[src/rtl/spi_regfile_peripheral.sv]
// spi_regfile_peripheral: SPI mode-0 target giving a host read/write access to NUM_REGS registers.
// All SPI pins are oversampled in the clk domain; frames are R/W bit, address, data, MSB first.
module spi_regfile_peripheral #(
    parameter int                NUM_REGS  = 5,
    parameter int                ADDR_W    = 7,
    parameter int                DATA_W    = 8,
    parameter logic [DATA_W-1:0] RESET_VAL = '0
) (
    input  logic                       clk,
    input  logic                       rst,
    input  logic                       sclk,
    input  logic                       ncs,
    input  logic                       copi,
    output logic                       cipo,
    output logic                       cipo_oe,
    output logic [NUM_REGS*DATA_W-1:0] regs_out,
    output logic                       wr_strobe,
    output logic [ADDR_W-1:0]          wr_addr,
    output logic                       frame_err
);
    localparam int FRAME_LEN = 1 + ADDR_W + DATA_W;
    localparam int SW        = ADDR_W + DATA_W;
    localparam int CW        = $clog2(FRAME_LEN + 2);
    localparam logic [CW-1:0]     LEN    = CW'(FRAME_LEN);
    localparam logic [CW-1:0]     SAT    = CW'(FRAME_LEN + 1);
    localparam logic [CW-1:0]     ALAST  = CW'(ADDR_W);
    localparam logic [CW-1:0]     DLAST  = CW'(FRAME_LEN - 1);
    localparam logic [CW-1:0]     DSTART = CW'(ADDR_W + 1);
    localparam logic [ADDR_W:0]   NR     = (ADDR_W + 1)'(NUM_REGS);

    typedef enum logic [2:0] {IDLE, CMD, ADDR, DATA, DONE} state_t;

    state_t                     state_q, state_d;
    logic [2:0]                 sclk_s_q, ncs_s_q, copi_s_q;
    logic [1:0]                 fill_q, fill_d;
    logic [CW-1:0]              cnt_q, cnt_d;
    logic [SW-1:0]              sh_q, sh_d, sh_next;
    logic                       rw_q, rw_d;
    logic [ADDR_W-1:0]          addr_q, addr_d, wr_addr_q, wr_addr_d;
    logic [DATA_W-1:0]          shadow_q, shadow_d, rd_data;
    logic [NUM_REGS*DATA_W-1:0] regs_q, regs_d;
    logic                       cipo_oe_q, cipo_oe_d, wr_strobe_q, wr_strobe_d, frame_err_q, frame_err_d;
    logic                       live, active, ncs_fall, ncs_rise, rise, fall, commit;

    // Edges are ignored until the chains hold real pin samples, so a reset with nCS low cannot fake a falling edge.
    assign live     = fill_q == 2'd3;
    assign active   = state_q != IDLE;
    assign ncs_fall = live & ~ncs_s_q[1] & ncs_s_q[2];
    assign ncs_rise = live & ncs_s_q[1] & ~ncs_s_q[2];
    assign rise     = live & active & ~ncs_rise & sclk_s_q[1] & ~sclk_s_q[2];
    assign fall     = live & active & ~ncs_rise & ~sclk_s_q[1] & sclk_s_q[2];
    assign sh_next  = {sh_q[SW-2:0], copi_s_q[2]};
    assign commit   = ncs_rise & active & (cnt_q == LEN) & rw_q & ({1'b0, addr_q} < NR);

    assign cipo      = shadow_q[DATA_W-1];
    assign cipo_oe   = cipo_oe_q;
    assign regs_out  = regs_q;
    assign wr_strobe = wr_strobe_q;
    assign wr_addr   = wr_addr_q;
    assign frame_err = frame_err_q;

    always_ff @(posedge clk) begin
        if (rst) begin
            state_q <= IDLE;
        end else begin
            state_q <= state_d;
        end
    end

    always_comb begin
        state_d = state_q;
        if (ncs_rise)
            state_d = IDLE;
        else if (state_q == IDLE)
            state_d = ncs_fall ? CMD : IDLE;
        else if (rise && state_q == CMD)
            state_d = ADDR;
        else if (rise && state_q == ADDR && cnt_q == ALAST)
            state_d = DATA;
        else if (rise && state_q == DATA && cnt_q == DLAST)
            state_d = DONE;
    end

    always_comb begin
        rd_data = '0;
        for (int i = 0; i < NUM_REGS; i++)
            if (sh_next[ADDR_W-1:0] == ADDR_W'(i))
                rd_data = regs_q[i*DATA_W +: DATA_W];
    end

    always_comb begin
        fill_d      = live ? fill_q : fill_q + 2'd1;
        cnt_d       = cnt_q;
        sh_d        = sh_q;
        rw_d        = rw_q;
        addr_d      = addr_q;
        shadow_d    = shadow_q;
        regs_d      = regs_q;
        wr_addr_d   = commit ? addr_q : wr_addr_q;
        wr_strobe_d = commit;
        frame_err_d = ncs_rise & active & (cnt_q != LEN);
        cipo_oe_d   = state_d != IDLE;
        if (ncs_fall && !active) begin
            cnt_d    = '0;
            sh_d     = '0;
            rw_d     = 1'b0;
            shadow_d = '0;
        end
        if (ncs_rise)
            shadow_d = '0;
        if (rise) begin
            cnt_d = (cnt_q == SAT) ? SAT : cnt_q + 1'b1;
            sh_d  = (cnt_q < LEN) ? sh_next : sh_q;
            rw_d  = (state_q == CMD) ? copi_s_q[2] : rw_q;
            if (state_q == ADDR && cnt_q == ALAST) begin
                addr_d   = sh_next[ADDR_W-1:0];
                shadow_d = rw_q ? '0 : rd_data;
            end
        end
        // The MSB is already on cipo when the address latches, so only falls after a data rise advance it.
        if (fall && cnt_q > DSTART)
            shadow_d = shadow_q << 1;
        for (int i = 0; i < NUM_REGS; i++)
            if (commit && addr_q == ADDR_W'(i))
                regs_d[i*DATA_W +: DATA_W] = sh_q[DATA_W-1:0];
    end

    always_ff @(posedge clk) begin
        if (rst) begin
            sclk_s_q    <= 3'b000;
            ncs_s_q     <= 3'b111;
            copi_s_q    <= 3'b000;
            fill_q      <= '0;
            cnt_q       <= '0;
            sh_q        <= '0;
            rw_q        <= 1'b0;
            addr_q      <= '0;
            shadow_q    <= '0;
            regs_q      <= {NUM_REGS{RESET_VAL}};
            wr_addr_q   <= '0;
            wr_strobe_q <= 1'b0;
            frame_err_q <= 1'b0;
            cipo_oe_q   <= 1'b0;
        end else begin
            sclk_s_q    <= {sclk_s_q[1:0], sclk};
            ncs_s_q     <= {ncs_s_q[1:0], ncs};
            copi_s_q    <= {copi_s_q[1:0], copi};
            fill_q      <= fill_d;
            cnt_q       <= cnt_d;
            sh_q        <= sh_d;
            rw_q        <= rw_d;
            addr_q      <= addr_d;
            shadow_q    <= shadow_d;
            regs_q      <= regs_d;
            wr_addr_q   <= wr_addr_d;
            wr_strobe_q <= wr_strobe_d;
            frame_err_q <= frame_err_d;
            cipo_oe_q   <= cipo_oe_d;
        end
    end
endmodule

[config.mk]
export PLATFORM = sky130hd
export DESIGN_NAME = spi_regfile_peripheral
export DESIGN_NICKNAME = d
export VERILOG_FILES = /design/src/rtl/spi_regfile_peripheral.sv
export SDC_FILE = /design/constraint.sdc
export NUM_CORES = 1
export LEC_CHECK = 0
export BUFFER_PORTS_ARGS = -buffer_cell sky130_fd_sc_hd__buf_2
export CORE_MARGIN = 10
export CORE_UTILIZATION = 45
export CTS_BUF_LIST = sky130_fd_sc_hd__clkbuf_4 sky130_fd_sc_hd__clkbuf_8
export CTS_CLUSTER_DIAMETER = 40
export DETAILED_ROUTE_END_ITERATION = 7
export HOLD_SLACK_MARGIN = 0.02
export PLACE_DENSITY = 0.65
export SLEW_MARGIN = 20
export SYNTH_ARGS = -nofsm -noshare
export SYNTH_HDL_FRONTEND = slang
export SYNTH_SLANG_ARGS = --single-unit
[constraint.sdc]
create_clock -name clk -period 2.7 [get_ports clk]
set_clock_uncertainty 0.15 [all_clocks]
set_input_delay 0 -clock clk [delete_from_list [all_inputs] [get_ports clk]]
set_output_delay 0 -clock clk [all_outputs]
set_load 0.01 [all_outputs]
After elaboration in Yosys (flattened, before gate mapping). Index checks and enable logic that the tools add are counted. Widths: inputs -> output; s select.

Bitwise gates (word level): 20. $lt $le $gt $ge: 3. Mux-type cells: 26. Reductions and logical operators: 24. Equal/unequal tests: 19. $add $sub $neg: 2.

Operators by type and width (count): $mux 8 (14); $eq 7x2->1 const B (4); $and 1x1->1 (15); $mux 3 (5); $mux 5 (3); $eq 7x1->1 const B (2); $eq 7x3->1 const B (2); $logic_not 7->1 (2); $logic_and 1x1->1 (13); $eq 5x5->1 const B (2); $lt 7x3->1 const B (1); $eq 3x2->1 const B (2); $reduce_and 2->1 (3); $reduce_bool 3->1 (2); $add 5x1->5 const B (1); $eq 5x3->1 const B (1); $eq 5x4->1 const B (1); $gt 5x4->1 const B (1); $lt 5x5->1 const B (1); $ne 5x5->1 const B (1); $not 1->1 (5); $mux 1 (4); $ne 2x1->1 const B (2); $eq 3x1->1 const B (1); 6 further kinds (6).

Input bits: 5. Register bits: 93. Output and inout bits: 51. Word-level logic and storage cells: 114.

Logic depth before layout (Yosys ltp).
Depth in word-level cells: 15. Gate-level depth with buffers: 9. Mapped depth without buffers: 7.

Least setup slack after synthesis. Ideal clock, no wire load.

Kind: register -> register. Start point: register cnt_q[0]. End point: register regs_q[16], in the netlist regs_out[16]. Setup time: 0.128 ns. Buffers on the path: 2. Clock period less this slack: 2.141 ns. Stages on the path, launching flop included: 10. Setup slack: 0.559 ns. Arrival: 1.864 ns. Required time: 2.422 ns. Path through: dfxtp_1 inv_1 ha_1 nor4bb_1 buf_4 nand3b_2 or4_4 buf_6 mux2i_1 nor2_1.

Word-level cells in the longest chain between the ends: 5.

RTL lines: start, declared (RTL line 36) `logic [CW-1:0] cnt_q, cnt_d;`; start signal, assigned (RTL line 149) `cnt_q <= cnt_d;`; $eq 5x5->1 (RTL line 53) `assign commit = ncs_rise & active & (cnt_q == LEN) & rw_q & ({1'b0, addr_q} < NR);`; $and 1x1->1 (3 in a row) (RTL line 53); $logic_and 1x1->1 (RTL line 124) `if (commit && addr_q == ADDR_W'(i))`; end signal, assigned (RTL line 139) `regs_q <= {NUM_REGS{RESET_VAL}};`; end signal, assigned (RTL line 154) `regs_q <= regs_d;`; end, declared (RTL line 41) `logic [NUM_REGS*DATA_W-1:0] regs_q, regs_d;`.

No other way between the ends. A chain may end at the register's enable or synchronous reset.

Worst setup path in the final report.
Start point: register fill_q[0]. End point: register regs_q[17], in the netlist regs_out[17].

Word-level cells in the longest chain between the ends: 8.

RTL lines: start, declared (RTL line 35) `logic [1:0] fill_q, fill_d;`; start signal, assigned (RTL line 148) `fill_q <= fill_d;`; $eq 2x2->1 (RTL line 46) `assign live = fill_q == 2'd3;`; $and 1x1->1 (2 in a row) (RTL line 49) `assign ncs_rise = live & ncs_s_q[1] & ~ncs_s_q[2];`; $and 1x1->1 (4 in a row) (RTL line 53); $logic_and 1x1->1 (RTL line 124).

No other way between the ends.

==> flow_summary.yaml <==
status:
  status: "complete, no violations"
sta:
  worst_pin_slew_ns: 0.686
  setup_viol: 0
  rsz0062_at_grt: "no"
  slew_headroom: 0.539
  setup_slack_ns: 0.272
  max_freq_ghz: 0.412
  post-route-min-period_ns: 2.43
  fin_tns_setup_ns: 0
  post-route-period-util: 0.899
  finalHoldViolations: 0
  slew_violations: 0
synth:
  syn_nets: 442
  ys_seq_area_frac: 0.467
  synth_seq_cells: 93
  synth_edf_count: 0
  synth_most_common_cell: "dfxtp_1"
  netlist_instances: 432
  synthTopCellsByArea: "dfxtp_1, mux2i_1, nor2_1"
  async_reset_ff_frac: 0
  ys_types: 47
  yosysTopAreaCell: "dfxtp_1"
  synth_top_cell_area_share: 0.467
  ys_warn_count: 0
  synth_ff_type: "dfxtp_1"
  synth_area_um2: 3990
  synth.avg_cell_area_um2: 9.23
  synthTopCellsByCount: "dfxtp_1, nor2_1, mux2i_1, a21oi_1, nand2_1"
floorplan:
  io_pins: 56
  chipWidth_um: 114
  die_h_um: 114
  rows: 34
  initial_core_util: 0.459
  core_area_um2: 8680
  dieArea_um2: 13000
job:
  maxCapViolCount: 0
critical_path:
  crit_type: "reg -> reg"
  startpoint: "fill_q[0]$_SDFFE_PP0P_"
  cp_data_arrival_time_ns: 2.51
  cp_max_fo: 9
  worstReg2RegStart: "fill_q[0]$_SDFFE_PP0P_"
  required_ns: 2.78
  cp-start-kind: "flop"
  end_kind: "flop"
final_layout:
  nets: 494
  fill_cells: 817
  diodes: 0
  finalInstanceArea_um2: 4610
  area_growth_pct: 15.6
  drive_gt1_frac: 0.196
clock_network:
  cts_resized: 0
  clkSinkCount: 93
  cts_buffer_depth: 2
  cts_setup_buffers: 0
  root_buffer: "clkbuf_8"
  clk_latency_ns: 0.37
  clkTransAtPathRegs_ns: 0.09
  htreeDepth: 3
  cts_made_buffers: 9
  cts_tree: "yes"
  ctsHoldBuffers: 4
detailed_routing:
  wl_met1_um: 4700
  final_antenna_net_count: 0
  via_per_inst: 5.39
  vias: 3217
  drtPass1Iterations: 4
  drt_iter0_markers: 185
  routed_wl_um: 10100
  wire_per_inst_um: 16.9
  highest_layer: "met4"
  wl_met3_um: 600
  drc: 0
  met2_length_um: 4670
placed_design:
  postPlaceCellArea_um2: 4360
  place_hpwl_um: 7180
  portBuffers: 55
  place_ws_ns: 0.290
  place.gp.congestion: 0.822
power_and_ir_drop:
  powerDensity_nw_per_um2: 530
  p_leak_uw: 0.00201
  ir_drop_mv: 0.287
min_path:
  hp-start: "ncs"
  holdCritPathClass: "in -> reg"
global_route:
  grt-ovfl-total: 0
  grt_pass1_vias: 3223
  grt_max_degree: 65
  antenna_found_initial: 0
  grt_use_total: 0.158
  grt_pass1_wl_um: 16900
worst paths after layout:
path                                     to  slack, ns  depth (start not counted)
setup / recovery  regs_out[17]$_SDFFE_PP0P_       0.27                          6
hold / removal        ncs_s_q[0]$_SDFF_PP1_       0.21                          3
setup reg to reg  regs_out[17]$_SDFFE_PP0P_       0.27                          6
hold reg to reg       ncs_s_q[1]$_SDFF_PP1_       0.27                          1
where the power goes:
part           leakage (µW)  switching (µW)  internal, µW
logic               0.00115            43.8          27.0
registers          0.000751            6.91          1380
clock network      0.000105             517           468
kinds of logic after synthesis:
| kind of cell | after synthesis | synth area share |
|---|---|---|
| AOI/OAI and AO/OA | 69 | 0.114 |
| xor gates and xnor gates | 1 | 0.00220 |
| muxes | 55 | 0.138 |
| and+or+nand+nor | 176 | 0.228 |
| buffers and inverters | 33 | 0.0355 |
| adders and majority gates | 5 | 0.0157 |
| DFF | 93 | 0.467 |
flip-flops by register name, indices dropped and copies added (netlist names):
| register | cells |
|---|---|
| copi_s_q | 3 |
| sh_q | 8 |
| wr_addr | 7 |
| state_q | 3 |
| shadow_q | 8 |
| rw_q | 1 |
| addr_q | 7 |
| sclk_s_q | 3 |
| regs_out | 40 |
| fill_q | 2 |
| frame_err | 1 |
| cipo_oe | 1 |
| wr_strobe | 1 |
| ncs_s_q | 3 |
| cnt_q | 5 |
metal layers:
layer / vias up / GRT usage
li1: 1621 / -
met4: 0 / 0.0510
met3: 10 / 0.0409
met2: 73 / 0.243
met1: 1513 / 0.212
met5: - / 0
through the flow:
step / cells / utilization / total power (µW) / hold slack (ns)
finish: 597 / 0.531 / 2450 / 0.208
floorplan: 432 / - / 1470 / -0.0462
global route: 597 / 0.531 / 2530 / 0.222
CTS: 597 / 0.531 / 2460 / 0.200
global placement: 577 / 0.502 / 1480 / 0.0338
detailed placement: 577 / 0.502 / 1490 / 0.0411
placed cells by master, fill, tap and decap left out, types with 8 or more instances in the layout:
cell type / n
buf_4: 10
buf_2: 55
nand3_1: 15
nand2_1: 28
nor2b_1: 8
dfxtp_1: 93
a21oi_1: 29
nor2_1: 75
clkbuf_8: 10
a211oi_1: 9
mux2i_1: 55
worst max-delay path, stage by stage (launching register included):
cell and delay [ns]:
dfxtp_1 0.36, ha_1 0.35, nand3b_1 0.26, nand2b_1 0.29, or4_4 0.65, mux2i_1 0.19
nor2_1 0.06
final cells by class:
type	count	area, µm²	share of cell area
Multi-Input combinational cell	306	1990	0.432
Sequential cell	93	1860	0.404
Timing Repair Buffer	69	390	0.0847
Clock buffer	10	138	0.0299
Tap cell	108	135	0.0293
Clock inverter	6	75.1	0.0163
Inverter	5	18.8	0.00407
(Power assumes the default switching activity.)
